## config.mk

```make
export PLATFORM = sky130hd
export DESIGN_NAME = morse_transmitter
export DESIGN_NICKNAME = d
export VERILOG_FILES = /design/src/rtl/morse_pkg.sv /design/src/rtl/morse_transmitter_unit_timer.sv /design/src/rtl/morse_transmitter.sv
export SDC_FILE = /design/constraint.sdc
export NUM_CORES = 1
export LEC_CHECK = 0
export ABC_CLOCK_PERIOD_IN_PS = 2700
export CAP_MARGIN = 20
export CORE_UTILIZATION = 59
export CTS_CLUSTER_SIZE = 25
export DETAILED_ROUTE_END_ITERATION = 8
export GPL_ROUTABILITY_DRIVEN = 1
export HOLD_SLACK_MARGIN = 0.02
export MAX_ROUTING_LAYER = met4
export PLACE_DENSITY_LB_ADDON = 0.2
export SETUP_SLACK_MARGIN = 0.05
export SYNTH_ARGS = -nofsm -noshare
export SYNTH_HDL_FRONTEND = slang
export SYNTH_SLANG_ARGS = --single-unit
```

## constraint.sdc

```tcl
create_clock -name Clock -period 2.7 [get_ports Clock]
set_clock_uncertainty 0.1 [all_clocks]
set_input_delay 0.54 -clock Clock [delete_from_list [all_inputs] [get_ports Clock]]
set_output_delay 0.54 -clock Clock [all_outputs]
set_load 0.1 [all_outputs]
```

## src/rtl/morse_pkg.sv

```systemverilog
// Shared types and the letter table for the Morse transmitter.
// Table entry: len = symbol count, pattern bit0 = first symbol, 1 = dash.
package morse_pkg;

    typedef enum logic [1:0] {
        IDLE = 2'd0,
        MARK = 2'd1,
        GAP  = 2'd2,
        DONE = 2'd3
    } state_t;

    typedef struct packed {
        logic [2:0] len;
        logic [3:0] pattern;
    } sym_t;

    localparam logic [2:0] LETTER_A = 3'd0;
    localparam logic [2:0] LETTER_B = 3'd1;
    localparam logic [2:0] LETTER_C = 3'd2;
    localparam logic [2:0] LETTER_D = 3'd3;
    localparam logic [2:0] LETTER_E = 3'd4;
    localparam logic [2:0] LETTER_F = 3'd5;
    localparam logic [2:0] LETTER_G = 3'd6;
    localparam logic [2:0] LETTER_H = 3'd7;

    localparam logic [1:0] DASH_UNITS = 2'd3;
    localparam logic [1:0] GAP_UNITS  = 2'd1;

    function automatic sym_t letter_table(input logic [2:0] code);
        sym_t s;
        case (code)
            LETTER_A: s = '{len: 3'd2, pattern: 4'b0010};
            LETTER_B: s = '{len: 3'd4, pattern: 4'b0001};
            LETTER_C: s = '{len: 3'd4, pattern: 4'b0101};
            LETTER_D: s = '{len: 3'd3, pattern: 4'b0001};
            LETTER_E: s = '{len: 3'd1, pattern: 4'b0000};
            LETTER_F: s = '{len: 3'd4, pattern: 4'b0100};
            LETTER_G: s = '{len: 3'd3, pattern: 4'b0011};
            default:  s = '{len: 3'd4, pattern: 4'b0000};
        endcase
        return s;
    endfunction

endpackage

```

## src/rtl/morse_transmitter_unit_timer.sv

```systemverilog
// Rate divider: down-counter that pulses unit_tick once every TICKS cycles.
// restart reloads the full period so a new state always gets a whole unit.
module unit_timer #(
    parameter int unsigned TICKS = 25_000_000
) (
    input  logic Clock,
    input  logic Resetn,
    input  logic restart,
    output logic unit_tick
);

    localparam int unsigned CW = (TICKS > 1) ? $clog2(TICKS) : 1;
    localparam logic [CW-1:0] LOAD = CW'(TICKS - 1);

    logic [CW-1:0] cnt_q, cnt_d;

    always_comb begin
        cnt_d = cnt_q - 1'b1;
        if (restart || (cnt_q == '0)) begin
            cnt_d = LOAD;
        end
    end

    always_ff @(posedge Clock) begin
        if (!Resetn) begin
            cnt_q <= '0;
        end else begin
            cnt_q <= cnt_d;
        end
    end

    assign unit_tick = (cnt_q == '0);

endmodule

```

## src/rtl/morse_transmitter.sv

```systemverilog
// Serialises one letter (A-H) onto light as Morse marks and gaps.
// Handshake: start is taken only in IDLE; busy covers MARK/GAP, done pulses once at the end.
module morse_transmitter
    import morse_pkg::*;
#(
    parameter int unsigned TICKS_PER_UNIT = 25_000_000
) (
    input  logic       Clock,
    input  logic       Resetn,
    input  logic       start,
    input  logic [2:0] letter,
    output logic       light,
    output logic       busy,
    output logic       done,
    output state_t     state_dbg
);

    state_t     state_q, state_d;
    logic [3:0] pat_q, pat_d;
    logic [2:0] rem_q, rem_d;
    logic [1:0] unit_q, unit_d;
    logic       restart;
    logic       unit_tick;
    logic [1:0] mark_last;
    sym_t       sym;

    unit_timer #(.TICKS(TICKS_PER_UNIT)) u_timer (
        .Clock     (Clock),
        .Resetn    (Resetn),
        .restart   (restart),
        .unit_tick (unit_tick)
    );

    assign sym       = letter_table(letter);
    assign mark_last = pat_q[0] ? (DASH_UNITS - 2'd1) : 2'd0;

    always_comb begin
        state_d = state_q;
        pat_d   = pat_q;
        rem_d   = rem_q;
        unit_d  = unit_q;
        restart = 1'b0;
        unique case (state_q)
            IDLE: begin
                if (start) begin
                    pat_d   = sym.pattern;
                    rem_d   = sym.len;
                    unit_d  = '0;
                    restart = 1'b1;
                    state_d = MARK;
                end
            end
            MARK: begin
                if (unit_tick) begin
                    if (unit_q == mark_last) begin
                        unit_d  = '0;
                        restart = 1'b1;
                        state_d = GAP;
                    end else begin
                        unit_d = unit_q + 2'd1;
                    end
                end
            end
            GAP: begin
                if (unit_tick) begin
                    if (unit_q == (GAP_UNITS - 2'd1)) begin
                        // Advance to the next symbol; the last one ends the letter.
                        unit_d  = '0;
                        pat_d   = pat_q >> 1;
                        rem_d   = rem_q - 3'd1;
                        restart = 1'b1;
                        state_d = (rem_q == 3'd1) ? DONE : MARK;
                    end else begin
                        unit_d = unit_q + 2'd1;
                    end
                end
            end
            DONE: begin
                restart = 1'b1;
                state_d = IDLE;
            end
            default: state_d = IDLE;
        endcase
    end

    always_ff @(posedge Clock) begin
        if (!Resetn) begin
            state_q <= IDLE;
            pat_q   <= '0;
            rem_q   <= '0;
            unit_q  <= '0;
        end else begin
            state_q <= state_d;
            pat_q   <= pat_d;
            rem_q   <= rem_d;
            unit_q  <= unit_d;
        end
    end

    assign light     = (state_q == MARK);
    assign busy      = (state_q == MARK) || (state_q == GAP);
    assign done      = (state_q == DONE);
    assign state_dbg = state_q;

endmodule
```

After elaboration in Yosys (flattened, before gate mapping)
Cells that the tools add are included.
{"block": "word_totals", "reg_bits": 36, "out_inout_bits": 5}
{"block": "classes", "bitwise": 1, "n_reduce_logical": 12, "n_eq_ne": 16, "add_sub_neg": 3, "mux": 30}
{"operator": "7-bit case mux with 7 select lines", "count": 1}
{"operator": "25-bit zero test", "count": 1}
{"operator": "25-bit two-way mux", "count": 1}
{"operator": "25-bit by 1-bit subtractor with 25-bit output, second input constant", "count": 1}
{"operator": "2-bit two-way mux", "count": 12}
{"operator": "4-bit two-way mux", "count": 3}
{"operator": "3-bit == test, second input constant", "count": 3}
{"operator": "3-bit two-way mux", "count": 3}
{"operator": "2-bit case mux with 4 select lines", "count": 1}
{"operator": "4-bit case mux with 2 select lines", "count": 1}
{"operator": "4-bit AND reduction", "count": 2}
{"operator": "3-bit by 1-bit == test with 1-bit output, second input constant", "count": 2}
{"operator": "3-bit by 2-bit == test with 1-bit output, second input constant", "count": 2}
{"operator": "2-bit by 1-bit != test with 1-bit output, second input constant", "count": 3}
{"operator": "2-bit case mux with 3 select lines", "count": 1}
{"operator": "3-bit case mux with 2 select lines", "count": 1}
{"operator": "1-bit two-way mux", "count": 5}
{"operator": "5-bit AND reduction", "count": 1}
{"operator": "2-bit == test, second input constant", "count": 2}
{"operator": "2-bit zero test", "count": 2}
{"operator": "2-bit != test, second input constant", "count": 2}
{"operator": "1-bit case mux with 4 select lines", "count": 1}
{"operator": "3-bit zero test", "count": 1}
{"operator": "3-bit nonzero test", "count": 1}
{"operator": "other kinds (8)", "count": 9}

Depth between registers and ports, before layout
{"block": "depth", "ltp_word": 7, "depth_mapped": 8}

Modules after synthesis
A second synthesis with hierarchy kept.
{"block": "hier_totals", "cells_unflattened": 235, "hier_area_um2": 2024.4}
{"module": "unit_timer", "area_per_inst_um2": 1251.2, "seq_area_each_um2": 500.5, "cells_per_inst": 140, "n_inst": 1}
{"module": "morse_transmitter", "area_per_inst_um2": 773.2, "seq_area_each_um2": 200.2, "cells_per_inst": 95, "n_inst": 1}

Worst setup path after synthesis
No wires, ideal clock.
{"block": "synth_timing", "kind": "register -> register", "startpoint": "register state_q[0] (netlist: state_dbg[0])", "endpoint": "register u_timer.cnt_q[11]", "arrival_time_ns": 2.675, "stages_incl_launch_ff": 7, "period_less_slack_ns": 2.846, "n_path_buf": 1, "slack_ns": -0.146, "t_required_ns": 2.530, "cell_sequence": "dfxtp_1 > ha_1 > nor2_1 > nor2_1 > a31oi_1 > clkbuf_1 > a21oi_1"}
{"block": "synth_between", "elab_chain_len": 4}
{"element": "start, declared", "line": "morse_transmitter.sv:18", "rtl": "state_t state_q, state_d;"}
{"element": "start signal, assigned", "line": "morse_transmitter.sv:93", "rtl": "state_q <= state_d;"}
{"element": "2-bit == test"}
{"element": "net done", "line": "morse_transmitter.sv:14", "rtl": "output logic done,"}
{"element": "1-bit case mux with 4 select lines", "line": "morse_transmitter.sv:43", "rtl": "unique case (state_q)"}
{"element": "1-bit logical OR", "line": "morse_transmitter_unit_timer.sv:19", "rtl": "if (restart || (cnt_q == '0)) begin"}
{"element": "25-bit two-way mux", "line": "morse_transmitter_unit_timer.sv:19"}
{"element": "end signal, assigned", "line": "morse_transmitter_unit_timer.sv:28", "rtl": "cnt_q <= cnt_d;"}
{"element": "end, declared", "line": "morse_transmitter_unit_timer.sv:15", "rtl": "logic [CW-1:0] cnt_q, cnt_d;"}
The timed path passes the listed nets, and every way through them passes these cells.
A chain may end at the register's enable or synchronous reset.

Final worst setup path
{"block": "layout_timing", "startpoint": "register u_timer.cnt_q[0]", "endpoint": "register u_timer.cnt_q[14]"}
{"block": "layout_between", "elab_chain_len": 5}
{"element": "parallel branches: the longest is 4 deep, another holds 25-bit by 1-bit subtractor with 25-bit output"}
{"element": "25-bit two-way mux *", "line": "morse_transmitter_unit_timer.sv:19"}
Mark *: on every way between the ends.

==> flow_results.org <==
** Setup path
- CP max stage cell :: sky130_fd_sc_hd__or4b_4
- Family with the most delay on the worst path :: simple AND/OR/NAND/NOR gates
- In this run the worst path has a maximum fanout of 5.
- Worst path cell trace :: inv_1 -> ha_1 -> or4b_4 -> or3_1 -> or4_1 -> xor2_1 -> a21oi_1
- The largest single stage delay on the critical path is 510 ps.
- Worst path arrival time :: 2600 ps
- Together, buffers and inverters on the worst path number 1.
- Category of the most critical setup path :: reg -> reg
- STA classifies the critical path endpoint as a register.
- STA classifies the critical path startpoint as a register.
- Required time at the worst-slack endpoint :: 2880 ps

** Yosys
- The number of nets in the synthesized netlist is 255.
- Register bit count reported by yosys :: 35
- After synthesis the cells add up to 2046 um2.
- In the synthesized netlist the dominant register cell turns out to be sky130_fd_sc_hd__dfxtp_1.
- Ys Warns :: 0
- Count of flip-flops with a built-in enable after synthesis :: 0
- Dominant cell type by area after synthesis :: sky130_fd_sc_hd__dfxtp_1
- Most instantiated library cell after synthesis :: sky130_fd_sc_hd__dfxtp_1
- Counting flops with an async set or reset pin after synthesis yields a share of 0%.
- Sequential fraction of the synthesis area :: 34.25%
- Synthesis produced a netlist whose cell count is 239.
- After synthesis, the most frequently instantiated cells are 35 x sky130_fd_sc_hd__dfxtp_1, 23 x sky130_fd_sc_hd__nor2_1, 21 x sky130_fd_sc_hd__a21oi_1.
- Count of distinct cell types in the synthesized netlist :: 46
- Dividing the synthesized area by the synthesized cell count gives 8.559 um2.
- After synthesis, the cell types taking the most area are sky130_fd_sc_hd__dfxtp_1 34%, sky130_fd_sc_hd__ha_1 6.1%, sky130_fd_sc_hd__xnor2_1 5.6%.
- Fraction of synthesized cell area taken by the top area cell type :: 34.25%

** Routing
- In the routed layout, each cell is associated on average with a via count of 5.628.
- In the routed design, unresolved DRC markers number 0.
- The first TritonRoute pass finished after 4 iterations.
- Summed over all layers, the routed wires come to 3994 um.
- WL per Instance :: 13.40 um
- Overall via count from detail_route :: 1,677
- DR iter-0 viols :: 113
- Number of routed nets with antenna violations :: 0

** Pwr
- Combinational fraction of design power :: 55.5%
- Post-layout power :: 2.553 mW
- Cell-internal power :: 1.325 mW
- The analysis attributes to cell leakage a power of 0.8480 nW.
- Power dissipated by switching net loads :: 1.229 mW
- In this run switching power makes up 48.12% of total power.
- IR Drop Worst-Case VDD :: 0.5549 mV
- Fraction of power consumed by sequential logic :: 33.8%
- In this run, the clock network consumes 10.8% of the power.
- For this design the ratio of total power to cell area is 1135 nW/um2.

** Clocking
- The clock tree synthesis step divided the H-tree into 2 levels.
- TritonCTS Buffers :: 5
- Clock-pin slew was measured on the worst setup and hold paths at 100 ps.
- The clock reaches the later pin of the worst-skew pair after 340 ps.
- Count of hold buffers inserted by post-cts repair :: 0
- Number of clock sinks :: 35
- Root buffer cell :: sky130_fd_sc_hd__clkbuf_4
- Once the clock tree was built, the resizer swapped 0 gates to a different size.
- TritonCTS built the clock tree.
- Post-CTS Repair Setup Buffers :: 0
- Buffers from clock root to sink, at most :: 2

** STA
- The routed design could run at a clock period as short as 2421 ps.
- Measured against its own limit, the worst slew margin works out to 63.17%.
- Adding up every negative setup slack in the final design gives 0 ps.
- The count of final max-slew check failures is 0.
- Setup violations remaining at the end of the flow were counted as 0.
- Period utilization :: 89.65%
- Unrepaired setup endpoints after global routing :: no
- Slew at the pin closest to its max-slew limit :: 548.2 ps
- The final hold violation count came to 0.
- Max Clk Rate :: 413.1 MHz

** Floorplan
- After floorplanning, the core was divided into 21 placement rows.
- Pin placement for this block handled 11 I/O pins.
- The initial utilization of the core area, before any placement, comes to 61.30%.
- Die extent in x :: 60.89 um
- The floorplan step defined a core boundary enclosing 3337 um2.
- The die covers 3707 um2.
- From bottom edge to top edge, the die measures 60.89 um.

** Worst hold path
- In this run the worst hold path is classified as reg -> reg.

** Global route
- Number of global-route vias before repair :: 1,424
- The number of antenna violations at the first check in global routing is 0.
- Total congestion overflow after global routing :: 0
- Overall Global Routing Usage :: 24.54%
- Largest net degree at the start of global routing :: 18
- The first global-routing pass estimated 6486 um of wire.

** Placed design
- Input/output buffers :: 10
- Detailed placement finished with a half-perimeter wire length of 2911 um.
- Routability cong. :: 0.8262

** Layout
- Number of antenna diodes :: 0
- Synth-to-Final Area Change :: 9.970%
- The post-route netlist has 14.68% of its cells at a drive strength greater than 1.
- Layout Nets :: 267
- Core occupancy in the finished layout :: 67.42%

** Run
- Max-cap violations :: 0

** Outcome
- Status :: completed
==> power by group through the flow <==
stage                     combinational (mW)  sequential, mW  clock, mW
after global placement                  1.40           0.865          0
final                                   1.42           0.862      0.275
after global routing                    1.55           0.889      0.304
after CTS                               1.42           0.859      0.279
after floorplan                         1.07           0.919          0
after detailed placement                1.41           0.870          0
==> area by class of cell <==
type	instances	area, um2
Tap cell	46	57.56
Clock inverter	1	5.005
Fill cell	296	1087
Multi-Input combinational cell	178	1242
Timing Repair Buffer	18	147.6
Inverter	13	48.80
Clock buffer	7	45.04
Sequential cell	35	703.2
==> registers in the layout (all words and copies together) (netlist names) <==
signal,cells
unit_q,2
pat_q,3
u_timer.cnt_q,25
rem_q,3
state_dbg,2
==> kinds of logic (layout without fill, tap and decap cells) <==
logic type / after synthesis / after routing / share of synthesized area (%)
multiplexers: 4 / 4 / 1.957
flip-flops: 35 / 35 / 34.25
AND/OR/NAND/NOR: 94 / 94 / 27.52
AO/OA/AOI/OAI: 45 / 45 / 14.19
adder cells (fa/ha/maj): 10 / 10 / 6.116
buffers and inverters: 26 / 39 / 5.260
XOR/XNOR: 25 / 25 / 10.70
==> routing by layer <==
| layer | share of wire, % | GRT usage [%] |
|---|---|---|
| met5 | 0 | - |
| met2 | 45 | 34.54 |
| met3 | 3.1 | 6.183 |
| met4 | 1.5 | 9.740 |
| met1 | 50 | 33.46 |
==> per-stage QoR <==
step	cells	instance area, um2	hold slack (ps)	worst slack (ps)
after floorplan	239	2053	338.0	304.8
after global placement	290	2200	350.7	343.7
after detailed placement	290	2200	356.7	325.9
after CTS	298	2250	372.1	289.4
after global routing	298	2250	388.8	160.0
final	298	2250	367.3	279.5
==> cells in the final DEF, fill, tap and decap left out, drive strengths merged, types with 7 or more instances in the layout <==
cell / n
a21oi: 22
nand2: 13
ha: 10
xor2: 12
nor3: 14
nor2: 23
dfxtp: 35
nand3: 7
buf: 13
xnor2: 13
clkbuf: 7
or4: 8
inv: 13
nor4: 7
==> worst min-delay path, stage by stage (launching register included) <==
cell and delay [ps]:
sky130_fd_sc_hd__dfxtp_1 320, sky130_fd_sc_hd__nand2_1 50, sky130_fd_sc_hd__mux2i_1 60
==> worst paths after layout <==
kind / startpoint / endpoint / slack (ps) / depth (start not counted)
max: u_timer.cnt_q[0] / u_timer.cnt_q[14] / 280 / 7
min: rem_q[1] / rem_q[1] / 370 / 2
max reg2reg: u_timer.cnt_q[0] / u_timer.cnt_q[14] / 280 / 7
min reg2reg: rem_q[1] / rem_q[1] / 370 / 2
Note: power is estimated with default switching activity, not from simulation.
